**config.mk**
```make
export PLATFORM = sky130hd
export DESIGN_NAME = dram_line_controller
export DESIGN_NICKNAME = d
export VERILOG_FILES = /design/src/rtl/dram_ctrl_pkg.sv /design/src/rtl/dram_line_controller.sv
export SDC_FILE = /design/constraint.sdc
export NUM_CORES = 1
export LEC_CHECK = 0
export CORE_AREA = 2 2 425 427
export CTS_CLUSTER_DIAMETER = 100
export DETAILED_ROUTE_END_ITERATION = 6
export DIE_AREA = 0 0 427 429
export PLACE_DENSITY = 0.3
export REMOVE_ABC_BUFFERS = 1
export SYNTH_ARGS = -nofsm -noshare
export SYNTH_HDL_FRONTEND = slang
export SYNTH_SLANG_ARGS = --single-unit
```
**constraint.sdc**
```tcl
create_clock -name clk_i -period 17.61 [get_ports clk_i]
set_clock_uncertainty 0.05 [all_clocks]
set_input_delay 3.522 -clock clk_i [delete_from_list [all_inputs] [get_ports clk_i]]
set_output_delay 3.522 -clock clk_i [all_outputs]
set_load 0.01 [all_outputs]
```
**src/rtl/dram_ctrl_pkg.sv**
```systemverilog
// Shared types and helpers for the line-wide DRAM initiator.
//   dram_ctrl_state_t : controller FSM encoding
//   line_size()       : line width in bits for a given byte-offset width
package dram_ctrl_pkg;

  typedef enum logic [1:0] {
    IDLE  = 2'd0,
    READ  = 2'd1,
    WRITE = 2'd2,
    RESP  = 2'd3
  } dram_ctrl_state_t;

  // A line holds 2**bob bytes, i.e. 32 * 2**(bob-2) bits.
  function automatic int line_size(input int bob);
    return 32 * (2 ** (bob - 2));
  endfunction

endpackage

```
**src/rtl/dram_line_controller.sv**
```systemverilog
// dram_line_controller: turns single cache-line read/write requests into a
// DRAM enable/address/data sequence and returns the result on a valid/ready
// response channel.
// Ports:
//   clk_i, rst_i                     clock, async active-high reset
//   req_valid_i/req_ready_o          request handshake (accepted only in IDLE)
//   req_we_i, req_addr_i, req_wdata_i request type, byte address, write line
//   rsp_valid_o/rsp_ready_i          response handshake (held until ready)
//   rsp_we_o, rsp_err_o, rsp_rdata_o response type, timeout flag, read line
//   mem_add_o, mem_read_enable_o,
//   mem_write_enable_o, mem_data_o   DRAM command side (line-aligned address)
//   mem_read_valid_i, mem_write_valid_i,
//   mem_data_i                       DRAM completion pulses and read line
module dram_line_controller
  import dram_ctrl_pkg::*;
#(
  parameter int  BYTE_OFFSET_BITS = 5,
  parameter int  TIMEOUT_CYCLES   = 64,
  localparam int LINE_SIZE        = line_size(BYTE_OFFSET_BITS)
) (
  input  logic                 clk_i,
  input  logic                 rst_i,
  input  logic                 req_valid_i,
  output logic                 req_ready_o,
  input  logic                 req_we_i,
  input  logic [31:0]          req_addr_i,
  input  logic [LINE_SIZE-1:0] req_wdata_i,
  output logic                 rsp_valid_o,
  input  logic                 rsp_ready_i,
  output logic                 rsp_we_o,
  output logic                 rsp_err_o,
  output logic [LINE_SIZE-1:0] rsp_rdata_o,
  output logic [31:0]          mem_add_o,
  output logic                 mem_read_enable_o,
  output logic                 mem_write_enable_o,
  output logic [LINE_SIZE-1:0] mem_data_o,
  input  logic                 mem_read_valid_i,
  input  logic                 mem_write_valid_i,
  input  logic [LINE_SIZE-1:0] mem_data_i
);

  localparam int          TIMER_W   = $clog2(TIMEOUT_CYCLES) + 1;
  localparam logic [31:0] LINE_MASK = ~((32'd1 << BYTE_OFFSET_BITS) - 32'd1);

  dram_ctrl_state_t       state_r;
  dram_ctrl_state_t       state_s;
  logic [31:0]            addr_r;
  logic                   we_r;
  logic [LINE_SIZE-1:0]   wdata_r;
  logic [LINE_SIZE-1:0]   rdata_r;
  logic                   err_r;
  logic [TIMER_W-1:0]     timer_r;
  // Registered expiry flag: adds one cycle so the timeout path matches the
  // registered-valid path of a normal completion.
  logic                   timeout_r;

  // State register.
  always_ff @(posedge clk_i or posedge rst_i) begin
    if (rst_i) begin
      state_r <= IDLE;
    end else begin
      state_r <= state_s;
    end
  end

  // Next-state decode; a DRAM valid wins over a simultaneous timeout.
  always_comb begin
    state_s = state_r;
    case (state_r)
      IDLE: begin
        if (req_valid_i) begin
          state_s = req_we_i ? WRITE : READ;
        end else begin
          state_s = IDLE;
        end
      end
      READ: begin
        if (mem_read_valid_i || timeout_r) begin
          state_s = RESP;
        end else begin
          state_s = READ;
        end
      end
      WRITE: begin
        if (mem_write_valid_i || timeout_r) begin
          state_s = RESP;
        end else begin
          state_s = WRITE;
        end
      end
      RESP: begin
        if (rsp_ready_i) begin
          state_s = IDLE;
        end else begin
          state_s = RESP;
        end
      end
      default: state_s = IDLE;
    endcase
  end

  // Request capture, timeout counter and response data.
  always_ff @(posedge clk_i or posedge rst_i) begin
    if (rst_i) begin
      addr_r    <= 32'd0;
      we_r      <= 1'b0;
      wdata_r   <= '0;
      rdata_r   <= '0;
      err_r     <= 1'b0;
      timer_r   <= '0;
      timeout_r <= 1'b0;
    end else begin
      case (state_r)
        IDLE: begin
          if (req_valid_i) begin
            addr_r    <= req_addr_i & LINE_MASK;
            we_r      <= req_we_i;
            wdata_r   <= req_wdata_i;
            rdata_r   <= '0;
            err_r     <= 1'b0;
            timer_r   <= '0;
            timeout_r <= 1'b0;
          end
        end
        READ: begin
          if (mem_read_valid_i) begin
            rdata_r <= mem_data_i;
            err_r   <= 1'b0;
          end else if (timeout_r) begin
            rdata_r <= '0;
            err_r   <= 1'b1;
          end else begin
            timer_r   <= timer_r + TIMER_W'(1);
            timeout_r <= (timer_r == TIMER_W'(TIMEOUT_CYCLES - 1));
          end
        end
        WRITE: begin
          if (mem_write_valid_i) begin
            rdata_r <= '0;
            err_r   <= 1'b0;
          end else if (timeout_r) begin
            rdata_r <= '0;
            err_r   <= 1'b1;
          end else begin
            timer_r   <= timer_r + TIMER_W'(1);
            timeout_r <= (timer_r == TIMER_W'(TIMEOUT_CYCLES - 1));
          end
        end
        default: begin
          // RESP: everything held so the response is stable under backpressure.
        end
      endcase
    end
  end

  // Handshakes and DRAM enables come straight from the state register, so no
  // request or DRAM-valid input can reach them combinationally.
  assign req_ready_o        = (state_r == IDLE);
  assign rsp_valid_o        = (state_r == RESP);
  assign mem_read_enable_o  = (state_r == READ);
  assign mem_write_enable_o = (state_r == WRITE);
  assign mem_add_o          = addr_r;
  assign mem_data_o         = wdata_r;
  assign rsp_we_o           = we_r;
  assign rsp_err_o          = err_r;
  assign rsp_rdata_o        = rdata_r;

endmodule
```
==> metrics.txt, run 1 <==
most repeated library cell on the critical path=sky130_fd_sc_hd__buf_4; number of placed I/O pins=1101; top achievable clock speed=about 140 MHz; startpoint class of the critical path=input pin; cell with the biggest individual delay on the critical path=sky130_fd_sc_hd__buf_4; share of cells above drive strength 1=0.176; status=finished, final reports clean; Std-Cell Rows=155; Max FO, Critical Path=64; root buffer cell=sky130_fd_sc_hd__clkbuf_16; setup repair after global routing missed its margin=no; number of routed nets with antenna violations=0; Area Overhead vs Synth=79.2%; Crit path largest cell delay=810 ps; sequential share of the synthesized area=0.681; routed via count divided by cell count=3.25; fraction of the mapped netlist area in adder cells=0.00494; number of cells on the worst hold path=1; Worst Path Class, Setup=input pin to register; net count of the finished layout=2914; die outline area=183000 um^2; Post-Syn Area per Cell=16.1 um^2; DP Cell Count=4631; clock tree from TritonCTS=yes; kind of cell adding the most delay to the critical path=buffers and inverters; XOR/XNOR share of the synthesized area=0; violation count after the first detailed-route iteration=499; complex-gate fraction of the synthesized area=0.117; endpoints failing hold=0; signal arrival time at the worst endpoint=approximately 7600 ps; hold path startpoint=mem_data_o[43]; R2R Path End=mem_data_o[110]; Power per Cell Area=166 nW/um^2; initial antenna violation count=19; clk_lat worst skew=680 ps; reg-to-reg slack, setup=13140 ps; number of maximum-capacitance violations=0; utilization after layout=0.204; wire length per cell after detailed routing=20.5 um; Syn Inst Count=1261; data required time of the critical path=roughly 18000 ps; number of buffers on the longest clock path=3; half-perimeter wire length after detailed placement=around 74000 um; number of global-route vias before repair=17100; number of pins exceeding their max-slew limit in the final report=0; number of cell instances on the worst register-to-register path=7; Placer Congestion=between 0.7 and 0.8; die outline width=427 um; Pre-Repair DR Iteration Count=4; #FFs+latches synth=551; CP cell instances=clkdlybuf4s50_1 > nand2_4 > buf_4 > buf_4 > buf_4 > mux2_2; simple-gate area share of the yosys netlist=0.0117; static leakage=14.8 nW; Worst Tran Pin Value=1120 ps; Warnings, synthesis=0; CTS H-tree lvls=3; worst relative slew slack=0.257; endpoint of the worst hold path=mem_data_o[43]; clock edge transition at the registers on the reported setup and hold paths=approximately 50 ps; Synth Cell Area=~20000 um^2; period utilization=0.400; final std cells w/o fill=4782; global route total overflow=0; vertical die dimension=429 um; detailed-route via count=15500; Post-CTS Repair Setup Buffers=0; wire length of the first global-routing pass=135000 um; I/O Buffers=1090; total number of clock tree sinks=551; global-route usage over all layers=0.104; buffers plus inverters on the worst setup path=4; overall routed net length=98000 um; CTS buffer count=77; pin count of the biggest net entering global routing=roughly 140; standard cell core area=178000 um^2; CTS hold repair buffers=0; Setup violations, final=0; Initial Util=0.114; Worst Hold Class=register to register; sort of element at the end of the critical path=register; Period minus WS final=7050 ps; r2r startpoint=state_r[1]; main combinational cell family by area after synthesis=multiplexers; DRC violation count after routing=0; mux cell area share after synthesis=0.158; Peak VDD IR=0.000105 V; CTS resizes=0; Yosys cell types=38
[layer usage]
layer	GRT usage	share of wire	vias up
met2	0.190	0.54	636
met1	0.104	0.35	7911
li1	-	-	6873
met4	0.0407	0.024	12
met5	0	0.00088	-
met3	0.0406	0.086	115
[state kept, by name (all words and copies together), names as in the netlist]
name	count
mem_data_o	256
rsp_rdata_o	256
mem_add_o	27
timer_r	7
state_r	2
rsp_err_o	1
rsp_we_o	1
timeout_r	1
[worst max-delay path by stage]
| stage | start | end | cells after the start |
|---|---|---|---|
| after floorplan | rst_i | mem_add_o[10] | 1 |
| after global placement | req_valid_i | mem_data_o[240] | 6 |
| after detailed placement | req_valid_i | mem_data_o[80] | 6 |
| after CTS | req_valid_i | mem_data_o[80] | 6 |
| after global routing | req_valid_i | mem_data_o[180] | 6 |
| final | req_valid_i | mem_data_o[110] | 6 |
[final cells by class]
class | count | area, um^2
sequential | 551 | 13800
clock buffer | 119 | 2350
clock inverter | 20 | 158
inverter | 6 | 30.0
fill | 19100 | 142000
antenna | 12 | 30.0
tap | 2355 | 2950
multi-input combinational | 613 | 5950
timing repair buffer | 1106 | 11000
[report_power, final]
group	internal [W]	leakage (nW)	total, W	switching, W
combinational	0.00134	6.51	0.00245	0.00111
clock	0.000931	1.24	0.00155	0.000621
sequential	0.00174	7.04	0.00201	0.000268
[synth_stat cells]
cell type / n / area, um^2
sky130_fd_sc_hd__buf_4: 25 / 188
sky130_fd_sc_hd__nand4_1: 1 / 6.26
sky130_fd_sc_hd__inv_2: 1 / 3.75
sky130_fd_sc_hd__nand3b_1: 1 / 7.51
sky130_fd_sc_hd__a21oi_1: 5 / 25.0
sky130_fd_sc_hd__or4_1: 1 / 7.51
sky130_fd_sc_hd__o21ai_1: 1 / 5.00
sky130_fd_sc_hd__o221ai_1: 1 / 8.76
sky130_fd_sc_hd__a22o_1: 256 / 2240
sky130_fd_sc_hd__o21a_1: 1 / 7.51
sky130_fd_sc_hd__inv_1: 5 / 18.8
sky130_fd_sc_hd__o41a_1: 1 / 11.3
sky130_fd_sc_hd__buf_2: 63 / 315
sky130_fd_sc_hd__ha_1: 8 / 100
sky130_fd_sc_hd__o211ai_1: 1 / 7.51
sky130_fd_sc_hd__and3_1: 1 / 6.26
sky130_fd_sc_hd__nand4b_1: 2 / 17.5
sky130_fd_sc_hd__or3_1: 1 / 6.26
sky130_fd_sc_hd__nor2b_1: 2 / 12.5
sky130_fd_sc_hd__dfrtp_1: 551 / 13800
sky130_fd_sc_hd__nor4b_1: 2 / 17.5
sky130_fd_sc_hd__and4_1: 1 / 8.76
sky130_fd_sc_hd__o21ai_0: 3 / 15.0
sky130_fd_sc_hd__a32o_1: 1 / 10.0
sky130_fd_sc_hd__nor2_1: 3 / 11.3
sky130_fd_sc_hd__buf_1: 2 / 7.51
sky130_fd_sc_hd__a211o_1: 2 / 17.5
sky130_fd_sc_hd__clkbuf_1: 5 / 18.8
sky130_fd_sc_hd__conb_1: 1 / 3.75
sky130_fd_sc_hd__or4b_1: 2 / 20.0
sky130_fd_sc_hd__nand2b_1: 4 / 25.0
sky130_fd_sc_hd__nor4bb_1: 1 / 10.0
sky130_fd_sc_hd__o311ai_0: 1 / 8.76
sky130_fd_sc_hd__o22a_1: 1 / 8.76
sky130_fd_sc_hd__a21oi_2: 1 / 8.76
sky130_fd_sc_hd__nand3_1: 8 / 40.0
sky130_fd_sc_hd__mux2_2: 284 / 3200
sky130_fd_sc_hd__nand2_1: 11 / 41.3
[per-stage QoR]
stage               setup slack [ps]  instance area, um^2  total power, W  TNS [ps]  hold slack, ps
floorplan                      -1370                19700         0.00312   -753550             449
global placement                9740                33800         0.00454         0             438
detailed placement              9630                33800         0.00455         0             440
CTS                            10410                36300         0.00619         0             454
global route                   10230                36300         0.00637         0             462
finish                         10560                36300         0.00601         0             450
[cell usage in the layout (no fill, tap or decap), types with 2 or more instances in the layout]
| cell type | synthesis | final |
|---|---|---|
| sky130_fd_sc_hd__clkbuf_16 | 0 | 81 |
| sky130_fd_sc_hd__nor2_1 | 3 | 3 |
| sky130_fd_sc_hd__o21ai_0 | 3 | 3 |
| sky130_fd_sc_hd__a21oi_1 | 5 | 5 |
| sky130_fd_sc_hd__nand4b_1 | 2 | 2 |
| sky130_fd_sc_hd__nand2b_1 | 4 | 4 |
| sky130_fd_sc_hd__nand3_1 | 8 | 8 |
| sky130_fd_sc_hd__nand2_1 | 11 | 10 |
| sky130_fd_sc_hd__ha_1 | 8 | 8 |
| sky130_fd_sc_hd__nor4b_1 | 2 | 2 |
| sky130_fd_sc_hd__clkbuf_8 | 0 | 18 |
| sky130_fd_sc_hd__or4b_1 | 2 | 2 |
| sky130_fd_sc_hd__buf_4 | 25 | 15 |
| sky130_fd_sc_hd__mux2_2 | 284 | 284 |
| sky130_fd_sc_hd__clkinv_8 | 0 | 2 |
| sky130_fd_sc_hd__nor2b_1 | 2 | 2 |
| sky130_fd_sc_hd__clkdlybuf4s50_1 | 0 | 1090 |
| sky130_fd_sc_hd__clkinv_2 | 0 | 14 |
| sky130_fd_sc_hd__clkbuf_1 | 5 | 20 |
| sky130_fd_sc_hd__inv_1 | 5 | 4 |
| sky130_fd_sc_hd__dfrtp_1 | 551 | 551 |
| sky130_fd_sc_hd__diode_2 | 0 | 12 |
| sky130_fd_sc_hd__a211o_1 | 2 | 2 |
| sky130_fd_sc_hd__a22o_1 | 256 | 256 |
| sky130_fd_sc_hd__conb_1 | 1 | 5 |
[logic make-up after synthesis]
kind of cell,count (synthesis)
other,1
adders and majority gates,8
muxes,284
DFF,551
and+or+nand+nor,41
buffers and inverters,101
AOI/OAI and AO/OA,275
No activity file was read; power rests on OpenSTA's default activity.
==> run 2, diff against run 1 <==
--- a/config.mk
+++ b/config.mk
@@ -5,10 +5,10 @@
 export SDC_FILE = /design/constraint.sdc
 export NUM_CORES = 1
 export LEC_CHECK = 0
-export CORE_AREA = 2 2 425 427
+export CORE_AREA = 2 2 427 429
 export CTS_CLUSTER_DIAMETER = 100
 export DETAILED_ROUTE_END_ITERATION = 6
-export DIE_AREA = 0 0 427 429
+export DIE_AREA = 0 0 429 431
 export PLACE_DENSITY = 0.3
 export REMOVE_ABC_BUFFERS = 1
 export SYNTH_ARGS = -nofsm -noshare
==> constraint.sdc (replaced) <==
create_clock -name clk_i -period 6.8 [get_ports clk_i]
set_clock_uncertainty 0.05 [all_clocks]
set_input_delay 1.36 -clock clk_i [delete_from_list [all_inputs] [get_ports clk_i]]
set_output_delay 1.36 -clock clk_i [all_outputs]
set_load 0.01 [all_outputs]
==> metrics.txt, run 2 (same netlist as run 1, synthesis figures left out) <==
status=finished, final reports clean; Initial Util=0.112; Area Overhead vs Synth=80.6%; most frequent cells in the layout=sky130_fd_sc_hd__clkdlybuf4s50_1 (1090), sky130_fd_sc_hd__dfrtp_1 (551), sky130_fd_sc_hd__mux2_2 (284); wire length per cell after detailed routing=20.7 um; CTS buffer count=80; share of cells above drive strength 1=0.180; CP Capture Point=req_ready_o; final-layout worst hold slack=449 ps; number of placed I/O pins=1101; amount of wire on met2 after detailed routing=52800 um; static leakage=~15 nW; wire length the detailed router placed on met1=about 36000 um; sort of element at the end of the critical path=output port; initial antenna violation count=12; commonest non-fill, non-tap cell in the layout=sky130_fd_sc_hd__clkdlybuf4s50_1; Placer Congestion=0.770; Worst Tran Pin Value=942 ps; vertical die dimension=431 um; clock tree from TritonCTS=yes; routed via count divided by cell count=3.24; I/O Buffers=1090; number of global-route vias before repair=17100; number of buffers on the longest clock path=3; R2R Path End=rsp_rdata_o[98]; top achievable clock speed=275 MHz; standard cell core area=about 180000 um^2; DRC violation count after routing=0; number of routed nets with antenna violations=0; Period minus WS final=3640 ps; signal arrival time at the worst endpoint=~2200 ps; wire length of the first global-routing pass=~140000 um; number of cell instances on the worst register-to-register path=6; detailed-routed wire length on met3=a little under 8000 um; clk_lat worst skew=690 ps; standard cell area after detailed placement=33900 um^2; data required time of the critical path=5390 ps; critical path launch point=state_r[0]; Worst Hold Class=register to register; die outline width=429 um; number of pins exceeding their max-slew limit in the final report=0; CTS resizes=0; Peak VDD IR=0.000216 V; total number of clock tree sinks=551; Std-Cell Rows=156; half-perimeter wire length after detailed placement=between 70000 and 80000 um; finished layout cell area=between 30000 and 40000 um^2; global-route usage over all layers=0.105; number of maximum-capacitance violations=0; Max FO, Critical Path=4; overall routed net length=99100 um; clock edge transition at the registers on the reported setup and hold paths=about 60 ps; Power per Cell Area=433 nW/um^2; CTS H-tree lvls=3; violation count after the first detailed-route iteration=530; detailed-route via count=about 16000; period utilization=0.535; uppermost metal layer occupied by signal nets=met5; worst relative slew slack=0.372; net count of the finished layout=2919; Post-CTS Repair Setup Buffers=0; startpoint class of the critical path=register; die outline area=approximately 180000 um^2; setup repair after global routing missed its margin=no; global route total overflow=0; Pre-Repair DR Iteration Count=4; CTS hold repair buffers=0; endpoints failing hold=0; root buffer cell=sky130_fd_sc_hd__clkbuf_16; Setup violations, final=0; Worst Path Class, Setup=register to output port; pin count of the biggest net entering global routing=138; r2r startpoint=state_r[0]; reg-to-reg slack, setup=3600 ps
## run 2: layer usage
| metal | up-vias | GRT usage |
|---|---|---|
| met2 | 607 | 0.191 |
| met4 | 14 | 0.0378 |
| li1 | 6855 | - |
| met3 | 131 | 0.0390 |
| met1 | 7922 | 0.109 |
| met5 | - | 0 |
## run 2: critical path: stages, from the launching register on
cell and delay [ps]:
sky130_fd_sc_hd__dfrtp_1 410, sky130_fd_sc_hd__inv_1 140, sky130_fd_sc_hd__ha_1 320, sky130_fd_sc_hd__clkdlybuf4s50_1 650
## run 2: layout make-up
type,count,area (um^2)
well taps,2370,2970
inverters,6,30.0
multi-input cells,613,5950
repair buffers,1108,11100
fillers,19300,144000
clock buffers,117,2360
diodes,4,10.0
flip-flops and latches,551,13800
clock inverters,25,320
## run 2: power by group
group	internal, W	total [W]	switching, W
Combinational	0.00350	0.00641	0.00291
Clock	0.00253	0.00422	0.00168
Sequential	0.00452	0.00520	0.000681
## run 2: how the worst min path moves through the flow
stage,from,to,cells past startpoint
global placement,mem_data_o[11],mem_data_o[11],1
finish,rsp_rdata_o[201],rsp_rdata_o[201],1
detailed placement,rsp_rdata_o[106],rsp_rdata_o[106],1
global route,rsp_rdata_o[20],rsp_rdata_o[20],1
floorplan,timer_r[6],timer_r[6],2
CTS,mem_data_o[159],mem_data_o[159],1
## run 2: through the flow
stage               setup slack, ps   util  setup TNS [ps]  power [W]  cells
floorplan                    -10020      -        -6974740    0.00790   1170
global placement               2670  0.188               0     0.0118   4648
detailed placement             2670  0.188               0     0.0118   4648
CTS                            3030  0.203               0     0.0163   4790
global route                   3020  0.203               0     0.0167   4793
finish                         3160  0.203               0     0.0158   4794
==> run 3, diff against run 2 <==
==> constraint.sdc (replaced) <==
create_clock -name clk_i -period 3.5 [get_ports clk_i]
set_clock_uncertainty 0.05 [all_clocks]
set_input_delay 0.7 -clock clk_i [delete_from_list [all_inputs] [get_ports clk_i]]
set_output_delay 0.7 -clock clk_i [all_outputs]
set_load 0.01 [all_outputs]
==> metrics.txt, run 3 (same netlist as run 1, synthesis figures left out) <==
status=finished, final reports clean; wire length per cell after detailed routing=20.7 um; Area Overhead vs Synth=82.0%; setup TNS=0 ps; initial antenna violation count=17; Worst Path Class, Setup=register to output port; half-perimeter wire length after detailed placement=78600 um; Period minus WS final=2960 ps; startpoint class of the critical path=register; top achievable clock speed=338 MHz; reg-to-reg slack, setup=860 ps; wire length of the first global-routing pass=140000 um; Initial Util=0.112; final-layout worst hold slack=445 ps; root buffer cell=sky130_fd_sc_hd__clkbuf_16; net count of the finished layout=2956; CTS buffer count=76; Max FO, Critical Path=4; clock edge transition at the registers on the reported setup and hold paths=60 ps; clk_lat worst skew=670 ps; Power per Cell Area=835 nW/um^2; number of cells on the worst hold path=1; Post-CTS Repair Setup Buffers=0; r2r startpoint=state_r[1]; fill cell instance count of the final layout=19300; number of buffers on the longest clock path=3; CTS H-tree lvls=3; critical path launch point=state_r[1]; Worst Tran Pin Value=620 ps; global-route usage over all layers=0.105; endpoints failing hold=0; Std-Cell Rows=156; Peak VDD IR=~0.00038 V; Placer Congestion=0.773; die outline width=429 um; endpoint of the worst hold path=rsp_rdata_o[190]; CTS resizes=0; detailed-route via count=15600; R2R Path End=rsp_rdata_o[170]; share of cells above drive strength 1=0.191; standard cell core area=180000 um^2; number of global-route vias before repair=about 18000; number of pins exceeding their max-slew limit in the final report=0; number of maximum-capacitance violations=0; area taken by flip-flops and latches=~14000 um^2; clock tree from TritonCTS=yes; overall routed net length=100000 um; signal arrival time at the worst endpoint=2210 ps; sort of element at the end of the critical path=output port; Worst Hold Class=register to register; number of cell instances on the worst register-to-register path=7; static leakage=15.1 nW; CTS hold repair buffers=0; I/O Buffers=~1100; routed via count divided by cell count=3.23; global route total overflow=0; utilization after layout=0.205; multi-input logic area=5950 um^2; worst relative slew slack=0.587; Setup violations, final=0; violation count after the first detailed-route iteration=541; vertical die dimension=431 um; total number of clock tree sinks=551; hold path startpoint=rsp_rdata_o[190]; setup repair after global routing missed its margin=no; die outline area=185000 um^2; commonest non-fill, non-tap cell in the layout=sky130_fd_sc_hd__clkdlybuf4s50_1; period utilization=0.845; number of placed I/O pins=1101; most frequent cells in the layout=sky130_fd_sc_hd__clkdlybuf4s50_1 (1090), sky130_fd_sc_hd__dfrtp_1 (551), sky130_fd_sc_hd__mux2_2 (284); number of routed nets with antenna violations=0; final worst-path setup slack=roughly 540 ps; data required time of the critical path=approximately 2800 ps; Pre-Repair DR Iteration Count=4; DRC violation count after routing=0; pre-CTS worst setup slack=629 ps; pin count of the biggest net entering global routing=81
[run 3: cell count changes in the layout (fill, tap and decap cells not counted), sizes merged]
cell / change
buf: +41
bufinv: +2
clkbuf: -14
clkinv: +6
clkinvlp: -3
[run 3: critical path, cell delays in order (launching register included)]
cell and delay (ps):
sky130_fd_sc_hd__dfrtp_1 420, sky130_fd_sc_hd__inv_1 150, sky130_fd_sc_hd__ha_1 310, sky130_fd_sc_hd__clkdlybuf4s50_1 650
[run 3: cell type report]
cell class | instances | share of cell area
antenna | 4 | 0.000271
clock buffer | 103 | 0.0579
clock inverter | 30 | 0.0106
inverter | 6 | 0.000814
multi-input combinational | 613 | 0.161
sequential | 551 | 0.374
tap | 2370 | 0.0804
timing repair buffer | 1149 | 0.315
[run 3: power breakdown]
part	leakage [nW]	total [W]	internal, W	switching [W]
sequential	7.04	0.0101	0.00878	0.00135
combinational	6.80	0.0128	0.00709	0.00572
clock	1.24	0.00787	0.00467	0.00320
[run 3: how the worst max path moves through the flow]
stage	cells past startpoint	slack, ps	to
floorplan	1	-12660	mem_add_o[10]
global route	3	400	req_ready_o
global placement	6	650	rsp_rdata_o[147]
CTS	3	420	req_ready_o
detailed placement	6	630	rsp_rdata_o[12]
finish	3	540	req_ready_o
[run 3: per-stage QoR]
step / std cells / cell area, um^2 / power [W]
after floorplan: 1170 / 19700 / 0.0148
after global placement: 4689 / 34300 / 0.0233
after detailed placement: 4689 / 34300 / 0.0234
after CTS: 4822 / 36900 / 0.0316
after global routing: 4825 / 36900 / 0.0326
final: 4826 / 36900 / 0.0308
[run 3: routing by layer]
metal | part of all wire | GRT usage
met1 | 0.36 | 0.109
met2 | 0.54 | 0.196
met3 | 0.082 | 0.0412
met4 | 0.019 | 0.0285
met5 | 0.0012 | 0
